$ cat config.mk
export PLATFORM = sky130hd
export DESIGN_NAME = stopwatch_bcd
export DESIGN_NICKNAME = d
export VERILOG_FILES = /design/src/rtl/stopwatch_pkg.sv /design/src/rtl/sync_edge_detect.sv /design/src/rtl/stopwatch_bcd.sv
export SDC_FILE = /design/constraint.sdc
export NUM_CORES = 1
export LEC_CHECK = 0
export ABC_AREA = 1
export CAP_MARGIN = 20
export CORE_UTILIZATION = 35
export DETAILED_ROUTE_END_ITERATION = 16
export DONT_BUFFER_PORTS = 1
export REMOVE_ABC_BUFFERS = 1
export SYNTH_ARGS = -nofsm -noshare
export SYNTH_HDL_FRONTEND = slang
export SYNTH_SLANG_ARGS = --single-unit
$ cat constraint.sdc
create_clock -name clk -period 2.9 [get_ports clk]
set_input_delay 0.87 -clock clk [delete_from_list [all_inputs] [get_ports clk]]
set_output_delay 0.87 -clock clk [all_outputs]
set_load 0.02 [all_outputs]
$ cat src/rtl/stopwatch_pkg.sv
// Shared types and constants for the BCD stopwatch.
package stopwatch_pkg;

  typedef enum logic [1:0] {IDLE, RUN, PAUSE} sw_state_t;

  typedef logic [3:0] bcd_t;

  localparam bcd_t BCD_MAX      = 4'd9;
  localparam bcd_t SEC_TENS_MAX = 4'd5;

  // Most significant digit first so the packed value reads as MMSShh in hex.
  typedef struct packed {
    bcd_t min_tens;
    bcd_t min_ones;
    bcd_t sec_tens;
    bcd_t sec_ones;
    bcd_t hun_tens;
    bcd_t hun_ones;
  } sw_time_t;

  function automatic bcd_t bcd_inc(bcd_t d);
    return (d == BCD_MAX) ? 4'd0 : d + 4'd1;
  endfunction

endpackage

$ cat src/rtl/sync_edge_detect.sv
// Multi-flop synchroniser for an asynchronous level followed by a one-clock rising-edge pulse.
module sync_edge_detect #(
  parameter int unsigned SYNC_STAGES = 2
) (
  input  logic clk,
  input  logic reset,
  input  logic in,
  output logic in_edge
);

  logic [SYNC_STAGES-1:0] sync_q;
  logic                   prev_q;

  always_ff @(posedge clk or negedge reset) begin
    if (!reset) begin
      sync_q <= '0;
      prev_q <= 1'b0;
    end else begin
      sync_q <= {sync_q[SYNC_STAGES-2:0], in};
      prev_q <= sync_q[SYNC_STAGES-1];
    end
  end

  assign in_edge = sync_q[SYNC_STAGES-1] & ~prev_q;

endmodule

$ cat src/rtl/stopwatch_bcd.sv
// MM:SS.hh BCD stopwatch counting synchronised tick edges, with start/stop/clear control.
module stopwatch_bcd
  import stopwatch_pkg::*;
#(
  parameter int unsigned SYNC_STAGES = 2,
  parameter int unsigned MAX_MIN     = 59
) (
  input  logic       clk,
  input  logic       reset,
  input  logic       tickIn,
  input  logic       startStop,
  input  logic       clear,
  output logic       running,
  output logic [3:0] minTens,
  output logic [3:0] minOnes,
  output logic [3:0] secTens,
  output logic [3:0] secOnes,
  output logic [3:0] hunTens,
  output logic [3:0] hunOnes,
  output logic       rollover
);

  localparam bcd_t MIN_TENS_MAX = bcd_t'(MAX_MIN / 10);
  localparam bcd_t MIN_ONES_MAX = bcd_t'(MAX_MIN % 10);

  logic      tick_edge, ss_edge, clr_edge;
  sw_state_t state_q, state_d;
  sw_time_t  time_q, time_d;
  logic      running_q, rollover_q, rollover_d;
  logic      inc, carry_hun_ones, carry_hun, carry_sec_ones, carry_sec, min_at_max;

  sync_edge_detect #(.SYNC_STAGES(SYNC_STAGES)) u_sync_tick (
    .clk     (clk),
    .reset   (reset),
    .in      (tickIn),
    .in_edge (tick_edge)
  );

  sync_edge_detect #(.SYNC_STAGES(SYNC_STAGES)) u_sync_ss (
    .clk     (clk),
    .reset   (reset),
    .in      (startStop),
    .in_edge (ss_edge)
  );

  sync_edge_detect #(.SYNC_STAGES(SYNC_STAGES)) u_sync_clr (
    .clk     (clk),
    .reset   (reset),
    .in      (clear),
    .in_edge (clr_edge)
  );

  always_comb begin
    state_d = state_q;
    if (clr_edge) begin
      state_d = IDLE;
    end else if (ss_edge) begin
      unique case (state_q)
        IDLE:    state_d = RUN;
        RUN:     state_d = PAUSE;
        PAUSE:   state_d = RUN;
        default: state_d = IDLE;
      endcase
    end
  end

  // Clear outranks a coincident tick, so it also blocks the increment.
  assign inc            = (state_q == RUN) && tick_edge && !clr_edge;
  assign carry_hun_ones = inc && (time_q.hun_ones == BCD_MAX);
  assign carry_hun      = carry_hun_ones && (time_q.hun_tens == BCD_MAX);
  assign carry_sec_ones = carry_hun && (time_q.sec_ones == BCD_MAX);
  assign carry_sec      = carry_sec_ones && (time_q.sec_tens == SEC_TENS_MAX);
  assign min_at_max     = (time_q.min_tens == MIN_TENS_MAX) && (time_q.min_ones == MIN_ONES_MAX);

  always_comb begin
    time_d     = time_q;
    rollover_d = 1'b0;
    if (clr_edge) begin
      time_d = '0;
    end else if (inc) begin
      time_d.hun_ones = bcd_inc(time_q.hun_ones);
      if (carry_hun_ones) time_d.hun_tens = bcd_inc(time_q.hun_tens);
      if (carry_hun)      time_d.sec_ones = bcd_inc(time_q.sec_ones);
      if (carry_sec_ones) time_d.sec_tens = carry_sec ? 4'd0 : time_q.sec_tens + 4'd1;
      if (carry_sec) begin
        if (min_at_max) begin
          time_d.min_tens = 4'd0;
          time_d.min_ones = 4'd0;
          rollover_d      = 1'b1;
        end else if (time_q.min_ones == BCD_MAX) begin
          time_d.min_ones = 4'd0;
          time_d.min_tens = time_q.min_tens + 4'd1;
        end else begin
          time_d.min_ones = time_q.min_ones + 4'd1;
        end
      end
    end
  end

  always_ff @(posedge clk or negedge reset) begin
    if (!reset) begin
      state_q    <= IDLE;
      time_q     <= '0;
      running_q  <= 1'b0;
      rollover_q <= 1'b0;
    end else begin
      state_q    <= state_d;
      time_q     <= time_d;
      running_q  <= (state_d == RUN);
      rollover_q <= rollover_d;
    end
  end

  assign running  = running_q;
  assign rollover = rollover_q;
  assign minTens  = time_q.min_tens;
  assign minOnes  = time_q.min_ones;
  assign secTens  = time_q.sec_tens;
  assign secOnes  = time_q.sec_ones;
  assign hunTens  = time_q.hun_tens;
  assign hunOnes  = time_q.hun_ones;

endmodule

Yosys cells after proc, flatten, opt, wreduce, memory -nomap -nowiden
Cells that the tools add are included.
{ "op_classes": {"shifts": 0, "n_reduce_logical": 21, "bitwise_logic": 6, "div": 0, "add_sub_neg": 6, "n_eq_ne": 9, "mul": 0, "n_lt_le_gt_ge": 0, "mux": 20} }
{ "ops": {"columns": ["operator", "count"], "rows": [
  ["$mux W24", 2],
  ["$mux W4", 9],
  ["$add A4 B1 Y4 const B", 6],
  ["$eq A4 B4 Y1 const B", 4],
  ["$mux W8", 2],
  ["$reduce_bool A2 Y1", 5],
  ["$eq A4 B3 Y1 const B", 2],
  ["$reduce_and A2 Y1", 4],
  ["$logic_and A1 B1 Y1", 7],
  ["$eq A2 B1 Y1 const B", 2],
  ["$mux W1", 4],
  ["$mux W2", 2],
  ["$pmux W2 S2", 1],
  ["$and A1 B1 Y1", 3],
  ["$not A1 Y1", 3],
  ["$reduce_and A3 Y1", 1],
  ["$reduce_bool A3 Y1", 1],
  ["$eq A2 B2 Y1 const B", 1],
  ["$logic_not A2 Y1", 1],
  ["$reduce_or A2 Y1", 1],
  ["$logic_not A1 Y1", 1]
]} }
{ "totals": {"n_memories": 0, "inputBits": 5, "rom_bits": 0, "word_cells": 77, "output_inout_bits": 26, "ramBits": 0, "latchBits": 0, "regBits": 37} }

Logic depth before layout (Yosys ltp)
Gate-level depths: netlist (run 1).
{ "logic_depth": {"ltp_word": 12, "ltp_mapped": 11, "mapped_depth_nobuf": 11} }

Cells and area by module
A second synthesis (run 1) with hierarchy kept.
{ "hier_totals": {"hier_cells": 208, "hier_area_um2": 1880.6} }
{ "by_module_without_submodules": {"columns": ["module", "area_per_inst_um2", "seq_area_each_um2", "cells_each", "instances"], "rows": [
  ["stopwatch_bcd", 1625.3, 700.7, 193, 1],
  ["sync_edge_detect", 85.1, 75.1, 5, 3]
]} }

Worst setup path before layout (run 1)
No wires, ideal clock.
{ "synth_path": {"path_type": "register to register", "start": "reg time_q (netlist bit secOnes[0])", "end": "reg time_q (netlist bit minTens[0])", "n_path_buf": 0, "stages_incl_launch_ff": 11, "period_less_slack_ns": 1.598, "t_required_ns": 2.781, "t_arrival_ns": 1.480, "slack_ns": 1.302, "setup_time_ns": 0.119, "path_cell_list": "dfrtp_1 ha_1 nand2_1 nor2_1 nand2_1 nor2_4 nand2_4 nand2_4 nand2_4 nand2_1 o21ai_2"} }
{ "synth_via": {"elab_chain_len": 5} }
{ "synth_lines": {"columns": ["element", "line_no", "text"], "rows": [
  ["start, declared", "stopwatch_bcd.sv:28", "sw_time_t time_q, time_d;"],
  ["start signal, assigned", "stopwatch_bcd.sv:108", "time_q <= time_d;"],
  ["$eq A4 B4 Y1", "stopwatch_bcd.sv:71", "assign carry_sec_ones = carry_hun && (time_q.sec_ones == BCD_MAX);"],
  ["$logic_and A1 B1 Y1", "stopwatch_bcd.sv:71", null],
  ["$logic_and A1 B1 Y1", "stopwatch_bcd.sv:72", "assign carry_sec = carry_sec_ones && (time_q.sec_tens == SEC_TENS_MAX);"],
  ["$reduce_bool A2 Y1 (no line)", null, null],
  ["$reduce_and A3 Y1 (no line)", null, null]
]} }
No other way between the ends.
A chain may end at the register's enable or synchronous reset.

Final worst setup path (run 1)
{ "layout_path": {"start": "reg time_q (netlist bit secOnes[0])", "end": "reg time_q (netlist bit minTens[3])"} }
The elaborated chain is that of the path after synthesis.

==> run summary, run 1 <==
======================================================================================
Row count                                                                           26
Global route overflow                                                                0
Post-layout net count                                                              226
WP data arrival                                                                1.95 ns
Vias per Instance                                                                4.715
Starting utilization of the core area                                           36.66%
RSZ-0062 raised after global routing                                                no
Crit path capture type                                                            flop
Max VDD drop                                                                  241.7 uV
Net switching power                                                           362.2 uW
Sequential-to-total area share from yosys stat                                  49.14%
Clock slew at the register clock pins of the worst setup and hold paths        0.07 ns
Largest net degree at the start of global routing                                   38
Crit path required time                                                        3.08 ns
Ordered list of cells on the worst path                                   ha_1, nand2_1, nor2_1, nand2_1, nor2_4, nand2_4, nand2_4, nand2_4, nand2_1, o21ai_2
Total power after layout                                                       1170 uW
Number of inserted diodes                                                            0
Clock root buffer master                                                      clkbuf_8
Fmax                                                                        0.5655 GHz
Total wirelength of the detailed-routed design                                 3366 um
Cell internal power dissipation                                               807.4 uW
Drt drc                                                                              0
Area delta synth->final                                                         8.964%
Slowest CP cell                                                                dfrtp_1
Minimum setup slack among reg-to-reg paths                                     1.13 ns
Worst rel slew slack                                                            73.06%
Hold Crit Class                                                           primary input to asynchronous set/reset pin
Total routing usage reported by global routing                                  13.68%
Number of pins with negative max-slew slack in the final report                      0
Area of the core                                                          0.005140 sq mm
Syn avg cell area                                                          9.192 sq um
Warnings from Yosys                                                                  0
Latest clock arrival within the worst-skew pair                                0.29 ns
Overall die area                                                          0.005681 sq mm
Run status                                                                   completed
Worst Setup Slack, final                                                      1.132 ns
Setup skew after layout                                                    0.006443 ns
Post-DP HPWL                                                                   2389 um
Vias                                                                              1325
Total of flip-flops plus latches after synthesis                                    37
Vias in the first global route                                                    1242
Biggest area consumer among synthesized cells                                  dfrtp_1
Die boundary width                                                            75.38 um
Post-route clock period utilization                                             60.98%
Worst slack at placement                                                      1.126 ns
Total count of hold-check failures in the final report                               0
Worst Path Class, Setup                                                   flop to flop
Static power due to leakage                                                0.001024 uW
Clock tree from TritonCTS                                                          yes
Sink Count                                                                          37
Slew at the pin closest to its max-slew limit                                0.4042 ns
Global-route wire length before repair                                         5754 um
Peak fanout along the critical path                                                  8
Number of buffer cells added on primary ports                                        0
Layout cell share with drive strength beyond 1                                  13.27%
Fraction of power spent switching nets                                          30.97%
# Post-CTS Setup Buffers                                                             0
I/O pins                                                                            31
Vertical extent of the die                                                    75.38 um
Total CTS buffers                                                                    5
Number of standard cells after synthesis                                           205
Hold Buf Count CTS                                                                   0
Power density over the cells                                              569.6 mW/mm^2
Synth cell types                                                                    28
H-Tree Depth                                                                         2
RD Place Congestion                                                             0.7712
Final count of negative-setup-slack endpoints                                        0
Reported max-cap violation count                                                     0
First-iteration detailed-routing DRC count                                          89
Filler cell count                                                                  538
Hold slack final                                                             0.2750 ns
Max Root-Sink Buffers                                                                2
Final Instance Count excl. Fillers                                                 281
Synth top area share                                                            49.14%
Launching element type of the critical path                                       flop
Proportion of power drawn by combinational gates                                 11.8%
Proportion of power drawn by flip-flops and latches                              57.4%
Share of total power in the clock network                                        30.7%
Family with the most delay on the worst path                              simple AND/OR/NAND/NOR gates
Post-CTS resize count                                                                0
Cell types with the largest area share after synthesis                    dfrtp_1 (49%), nand2_1 (8.6%), ha_1 (6.6%)
Average wire per cell in the routed design                                    11.98 um
Time the worst path needs with I/O delays and setup                           1.768 ns
Cell count after placement                                                         274
Number of antenna violations at the first check in global routing                    0
Total standard cell area after synthesis                                  0.001884 sq mm
Remaining antenna violation count after routing                                      0
Total iterations of the first detailed-routing run                                   7
Buffer and inverter count on the worst path                                          0
CP peak stage delay                                                            0.53 ns
Final-layout setup total negative slack                                           0 ns
======================================================================================
[layout make-up]
class,count,area (sq um),share of cell area [%]
clock buffer,7,86.33,4.205
inverter,31,117.6,5.728
multi-input combinational,136,835.8,40.71
sequential,37,925.9,45.09
tap,70,87.58,4.266
[registers in the layout, summed over array words and instances (netlist names), 2 cells and up]
name and flops:
minOnes 4, hunTens 4, u_sync_tick.sync_q 2, u_sync_clr.sync_q 2, state_q 2, secTens 4, hunOnes 4, u_sync_ss.sync_q 2
secOnes 4, minTens 4
[per-stage QoR]
step	util [%]	cell area, sq um
final	39.95	2053
after global routing	39.95	2053
after CTS	39.95	2053
after detailed placement	38.27	1967
after global placement	38.27	1967
after floorplan	-	1879
[Yosys cell counts, drive strengths merged]
library cell,instances
nor3b,1
buf,1
nand3,15
nand3b,1
xor2,6
mux2i,1
a21oi,2
xnor2,2
o211ai,1
clkinv,1
o21ai,15
nor2,19
dfrtp,37
nor3,1
ha,10
o22ai,2
nand4,5
a32o,1
nand2,52
o31ai,2
inv,30
[power groups by stage]
stage,logic (uW),registers (uW),clock network (uW)
floorplan,121,663,0
global placement,136,682,0
detailed placement,139,683,0
CTS,140,673,376
global route,170,681,401
finish,138,672,360
[cells in the final DEF, fill, tap and decap left out, types with 3 or more instances in the layout]
cell type / n
nand3_1: 14
xor2_1: 6
ha_1: 10
nor2_1: 12
nand2_1: 43
dfrtp_1: 37
clkbuf_8: 6
nand4_1: 5
nand2_4: 6
nand2_2: 3
inv_1: 30
nor2_2: 5
o21ai_0: 9
o21ai_2: 4
[per-layer routing]
metal	wire length, um	track usage (%)	up-vias
met1	1555	17.61	614
li1	-	-	664
met3	254	5.291	6
met5	0	0	-
met2	1499	20.73	41
met4	57	5.556	0
[kinds of logic after synthesis]
group                      synth area share [%]
AOI/OAI and AO/OA                         7.702
buffers and inverters                     6.507
DFF                                       49.14
adders and majority gates                 6.640
and+or+nand+nor                           25.76
xor gates and xnor gates                  3.719
muxes                                    0.5312
[path summary, 6_finish.rpt]
check | start | end | cells past startpoint
setup / recovery | secOnes[0] | minTens[3] | 10
max in group asynchronous | reset | secOnes[3] | 0
min in group clk | u_sync_tick.sync_q[0] | u_sync_tick.sync_q[1] | 0
hold reg to reg | u_sync_tick.sync_q[0] | u_sync_tick.sync_q[1] | 0
hold / removal | reset | minOnes[3] | 0
setup reg to reg | secOnes[0] | minTens[3] | 10
(Power assumes the default switching activity.)
==> run 2, diff against run 1 <==
Clock period 2.9 ns to 1.8 ns, I/O delays scaled along.
==> run 2 against run 1 <==
Against the previous run:
- setup slack lost 0.87 ns
- via count grew 5.0%
- power grew 74%
- critical path type unchanged
==> run summary, run 2 (synthesized netlist as in run 1, its figures left out) <==
======================================================================================
Run status                                                                   completed
First-iteration detailed-routing DRC count                                          71
Starting utilization of the core area                                           36.66%
Crit path required time                                                        1.98 ns
Average wire per cell in the routed design                                    11.92 um
Latest clock arrival within the worst-skew pair                                0.28 ns
Total area of multi-input combinational cells                              835.8 sq um
Worst Path Class, Setup                                                   flop to flop
Total iterations of the first detailed-routing run                                   4
Vias per Instance                                                                4.684
Post-layout utilization of the core                                             42.67%
Clock root buffer master                                                      clkbuf_8
Remaining antenna violation count after routing                                      0
Commonest non-fill, non-tap cell in the layout                                 nand2_1
Number of inserted diodes                                                            0
Drt drc                                                                              0
Reported max-cap violation count                                                     0
Clock slew at the register clock pins of the worst setup and hold paths        0.07 ns
Peak fanout along the critical path                                                  8
Setup skew after layout                                                    0.003870 ns
Slew at the pin closest to its max-slew limit                                0.3685 ns
Cell count after placement                                                         288
Vias                                                                              1391
Max Root-Sink Buffers                                                                2
Total CTS buffers                                                                    5
Total count of hold-check failures in the final report                               0
Total routing usage reported by global routing                                  14.29%
Row count                                                                           26
H-Tree Depth                                                                         2
Vertical extent of the die                                                    75.38 um
Worst Setup Slack, final                                                     0.2601 ns
Post-DP HPWL                                                                   2597 um
Filler cell count                                                                  552
Sequential cell area                                                       925.9 sq um
Sink Count                                                                          37
I/O pins                                                                            31
Most frequent cells in the layout                                         nand2_1 (43), dfrtp_1 (37), inv_1 (30)
Static power due to leakage                                                0.001117 uW
Largest net degree at the start of global routing                                   38
Area delta synth->final                                                         16.40%
Time the worst path needs with I/O delays and setup                           1.540 ns
Worst rel slew slack                                                            75.43%
Final Instance Count excl. Fillers                                                 297
RD Place Congestion                                                             0.7196
Post-route clock period utilization                                             85.55%
Worst slack at placement                                                     0.2489 ns
Post-CTS resize count                                                                0
Total wirelength of the detailed-routed design                                 3541 um
Final count of negative-setup-slack endpoints                                        0
RSZ-0062 raised after global routing                                                no
Vias in the first global route                                                    1312
Global-route wire length before repair                                         5961 um
Fmax                                                                        0.6494 GHz
Crit path capture type                                                            flop
Final-layout setup total negative slack                                           0 ns
Max VDD drop                                                                  352.8 uV
Overall die area                                                          0.005681 sq mm
Number of buffer cells added on primary ports                                        0
Global route overflow                                                                0
Power density over the cells                                              928.9 mW/mm^2
WP data arrival                                                                1.72 ns
Area of the core                                                          0.005140 sq mm
Layout cell share with drive strength beyond 1                                  19.82%
Die boundary width                                                            75.38 um
Number of pins with negative max-slew slack in the final report                      0
Post-layout net count                                                              241
Launching element type of the critical path                                       flop
Number of antenna violations at the first check in global routing                    0
Clock tree from TritonCTS                                                          yes
Hold Crit Class                                                           primary input to asynchronous set/reset pin
======================================================================================
## run 2: cell types whose count changed in the layout (fill, tap and decap cells not counted), sizes merged
cell / previous run / this run
buf: 0 / 15
clkinv: 1 / 2
## run 2: final cells by class
class / count / area share, %
inverters: 31 / 5.362
well taps: 70 / 3.993
clock buffers: 7 / 4.392
flip-flops and latches: 37 / 42.21
repair buffers: 15 / 5.705
multi-input cells: 136 / 38.11
clock inverters: 1 / 0.2282
## run 2: path summary, 6_finish.rpt
path / endpoint / slack [ns] / from / depth (start not counted)
max in group asynchronous: hunOnes[0] / 1.53 / reset / 1
min: hunTens[2] / 0.09 / reset / 1
min reg2reg: u_sync_tick.sync_q[1] / 0.35 / u_sync_tick.sync_q[0] / 0
max: minTens[2] / 0.26 / secOnes[1] / 11
max reg2reg: minTens[2] / 0.26 / secOnes[1] / 11
min in group clk: u_sync_tick.sync_q[0] / 0.28 / tickIn / 0
## run 2: power breakdown
group	internal [uW]	switching, uW
Clock	346	292
Combinational	160	272
Sequential	903	63.8
Total	1410	628
## run 2: through the flow
step	instance area, sq um	hold WS [ns]	power, uW
after detailed placement	2072	0.2455	1399
after global routing	2193	0.09258	2162
after global placement	2072	0.2455	1390
final	2193	0.08590	2037
after floorplan	1879	0.2444	1264
after CTS	2193	0.08985	2063
## run 2: metal layers
layer / track usage, % / up-vias / part of all wire [%]
met3: 5.159 / 5 / 7.1
met5: 0 / - / 0
met1: 18.09 / 658 / 45
met4: 6.173 / 0 / 1.3
li1: - / 698 / -
met2: 22.12 / 30 / 46
## run 2: what timing repair did
action | 4_1_cts | 5_1_grt
endpoints found under the hold margin | 37 | 0
setup buffers | 0 | 0
hold buffers | 1 | 0
endpoints found under the setup margin | 0 | 0
## run 2: critical path: stages, from the launching register on
cell and delay [ns]:
dfrtp_1 0.37, inv_1 0.06, ha_1 0.13, nand2_1 0.05
nor2_1 0.18, nand2_1 0.13, nor2_4 0.13, nand2_4 0.06
nand2_4 0.09, nand2_4 0.10, nand2_1 0.08, o21ai_2 0.05
==> run 3, diff against run 2 <==
Settings changed: PLACE_DENSITY set to 0.53.
==> run 3 against run 2 <==
Against the previous run:
- final cell count is 1.0% higher
- first-iteration DRC count is 14% lower
- critical path type unchanged
- via count is 2.2% lower
- sequential share of layout area is 0.072 points lower
- largest cell class unchanged
- critical endpoint is now minTens[1]
- maximum frequency is 2.0% lower
- non-clock buffer count is 3 higher
- clock skew is 0.0013 ns lower
- routed wire length is 2.1% lower
==> run summary, run 3 (synthesized netlist as in run 1, its figures left out) <==
======================================================================================
Post-route clock period utilization                                             87.34%
Fmax                                                                        0.6361 GHz
Worst Path Class, Setup                                                   flop to flop
Clock slew at the register clock pins of the worst setup and hold paths        0.07 ns
Total count of hold-check failures in the final report                               0
Number of antenna violations at the first check in global routing                    0
Number of inserted diodes                                                            0
H-Tree Depth                                                                         2
Reported max-cap violation count                                                     0
Final-layout setup total negative slack                                           0 ns
Global-route wire length before repair                                         5961 um
Launching element type of the critical path                                       flop
Run status                                                                   completed
Vertical extent of the die                                                    75.38 um
Clock root buffer master                                                      clkbuf_8
Latest clock arrival within the worst-skew pair                                0.28 ns
Worst Setup Slack, final                                                     0.2280 ns
Time the worst path needs with I/O delays and setup                           1.572 ns
Minimum setup slack among reg-to-reg paths                                     0.23 ns
Proportion of power drawn by combinational gates                                 23.2%
Crit path required time                                                        1.98 ns
Vias per Instance                                                                4.533
Most frequent cells in the layout                                         nand2_1 (43), dfrtp_1 (37), inv_1 (30)
Sequential cell area                                                       925.9 sq um
Average wire per cell in the routed design                                    11.56 um
Share of total power in the clock network                                        28.3%
Total area of multi-input combinational cells                              835.8 sq um
Area delta synth->final                                                         16.60%
Hold Crit Class                                                           primary input to asynchronous set/reset pin
Destination of the worst register-to-register timing path                   minTens[1]
Number of pins with negative max-slew slack in the final report                      0
Post-DP HPWL                                                                   2553 um
Largest net degree at the start of global routing                                   38
Starting utilization of the core area                                           36.66%
Vias in the first global route                                                    1371
Number of buffer cells added on primary ports                                        0
Sink Count                                                                          37
Total wirelength of the detailed-routed design                                 3467 um
Power density over the cells                                              890.1 mW/mm^2
Net switching power                                                           618.0 uW
Overall die area                                                          0.005681 sq mm
Vias                                                                              1360
Die boundary width                                                            75.38 um
Slowest CP cell                                                                dfrtp_1
Global route overflow                                                                0
Area of the core                                                          0.005140 sq mm
Setup skew after layout                                                    0.002537 ns
Commonest non-fill, non-tap cell in the layout                                 nand2_1
Total iterations of the first detailed-routing run                                   4
WP data arrival                                                                1.75 ns
Cell internal power dissipation                                                1338 uW
Slew at the pin closest to its max-slew limit                                0.3537 ns
Post-layout net count                                                              244
Max VDD drop                                                                  429.9 uV
Total CTS buffers                                                                    5
Proportion of power drawn by flip-flops and latches                              48.5%
CP peak stage delay                                                            0.37 ns
Post-CTS resize count                                                                0
Worst rel slew slack                                                            76.42%
Drt drc                                                                              0
Clock tree from TritonCTS                                                          yes
Final count of negative-setup-slack endpoints                                        0
First-iteration detailed-routing DRC count                                          61
Crit path capture type                                                            flop
Startpoint of the worst register-to-register path                           secOnes[1]
RD Place Congestion                                                             0.7496
Row count                                                                           26
Worst slack at placement                                                     0.2392 ns
Static power due to leakage                                                0.001124 uW
I/O pins                                                                            31
Layout cell share with drive strength beyond 1                                  20.43%
Fraction of power spent switching nets                                          31.60%
Remaining antenna violation count after routing                                      0
Filler cell count                                                                  549
RSZ-0062 raised after global routing                                                no
Total routing usage reported by global routing                                  14.33%
Peak fanout along the critical path                                                  8
Ordered list of cells on the worst path                                   inv_1, ha_1, nand2_1, nor2_1, nand2_1, nor2_4, nand2_4, nand2_4, nand2_4, nand2_1, o21ai_2
Reg2Reg Depth                                                                       11
Max Root-Sink Buffers                                                                2
======================================================================================
-- run 3: cell count changes in the layout (fill, tap and decap cells not counted) --
| cell | before | now |
|---|---|---|
| buf_4 | 14 | 17 |
| clkbuf_8 | 7 | 5 |
| clkbuf_1 | 0 | 1 |
| clkinv_2 | 2 | 3 |
-- run 3: what timing repair did --
item,CTS,global route
hold buffers,1,0
hold endpoints to repair,37,0
setup buffers,0,0
-- run 3: per-layer routing --
layer	wire length (um)	share of wire, %	vias up	global-route usage, %
li1	-	-	707	-
met1	1654	48	623	18.17
met2	1569	45	25	22.22
met3	188	5.4	5	4.630
met4	54	1.6	0	6.790
met5	0	0	-	0
-- run 3: worst max path at each step --
stage	start	endpoint	slack (ns)	depth (start not counted)
2_1_floorplan	secOnes[0]	minTens[0]	0.20	10
3_3_place_gp	secOnes[1]	minTens[3]	0.28	11
3_5_place_dp	secOnes[1]	minTens[2]	0.24	11
4_1_cts	secOnes[1]	minTens[3]	0.22	11
5_1_grt	secOnes[1]	minTens[1]	0.04	11
6_report	secOnes[1]	minTens[1]	0.23	11
-- run 3: power groups by stage --
| stage | clock network, uW | logic [uW] | registers, uW |
|---|---|---|---|
| final | 553 | 454 | 948 |
| after global routing | 615 | 519 | 961 |
| after CTS | 582 | 462 | 949 |
| after detailed placement | 0 | 439 | 966 |
| after global placement | 0 | 435 | 966 |
| after floorplan | 0 | 195 | 1070 |
-- run 3: final cells by class --
cell class                 instances  share of cell area [%]
timing repair buffer              18                   6.720
clock buffer                       6                   3.303
sequential                        37                   42.14
inverter                          31                   5.353
clock inverter                     2                  0.4556
tap                               70                   3.986
multi-input combinational        136                   38.04
-- run 3: stage by stage --
| step | total power [uW] | instance area [sq um] | cells | utilization (%) | hold slack, ns |
|---|---|---|---|---|---|
| floorplan | 1264 | 1879 | 204 | - | 0.2444 |
| global placement | 1402 | 2095 | 291 | 40.75 | 0.2452 |
| detailed placement | 1405 | 2095 | 291 | 40.75 | 0.2454 |
| CTS | 1994 | 2197 | 300 | 42.75 | 0.08711 |
| global route | 2094 | 2197 | 300 | 42.75 | 0.08768 |
| finish | 1956 | 2197 | 300 | 42.75 | 0.08814 |
-- run 3: worst max-delay path: cells and delay by family (launching register included) --
family	cells	cell delay, ns
AND/OR/NAND/NOR	8	0.87
flip-flops	1	0.37
adder cells (fa/ha/maj)	1	0.13
buffers and inverters	1	0.05
AO/OA/AOI/OAI	1	0.05
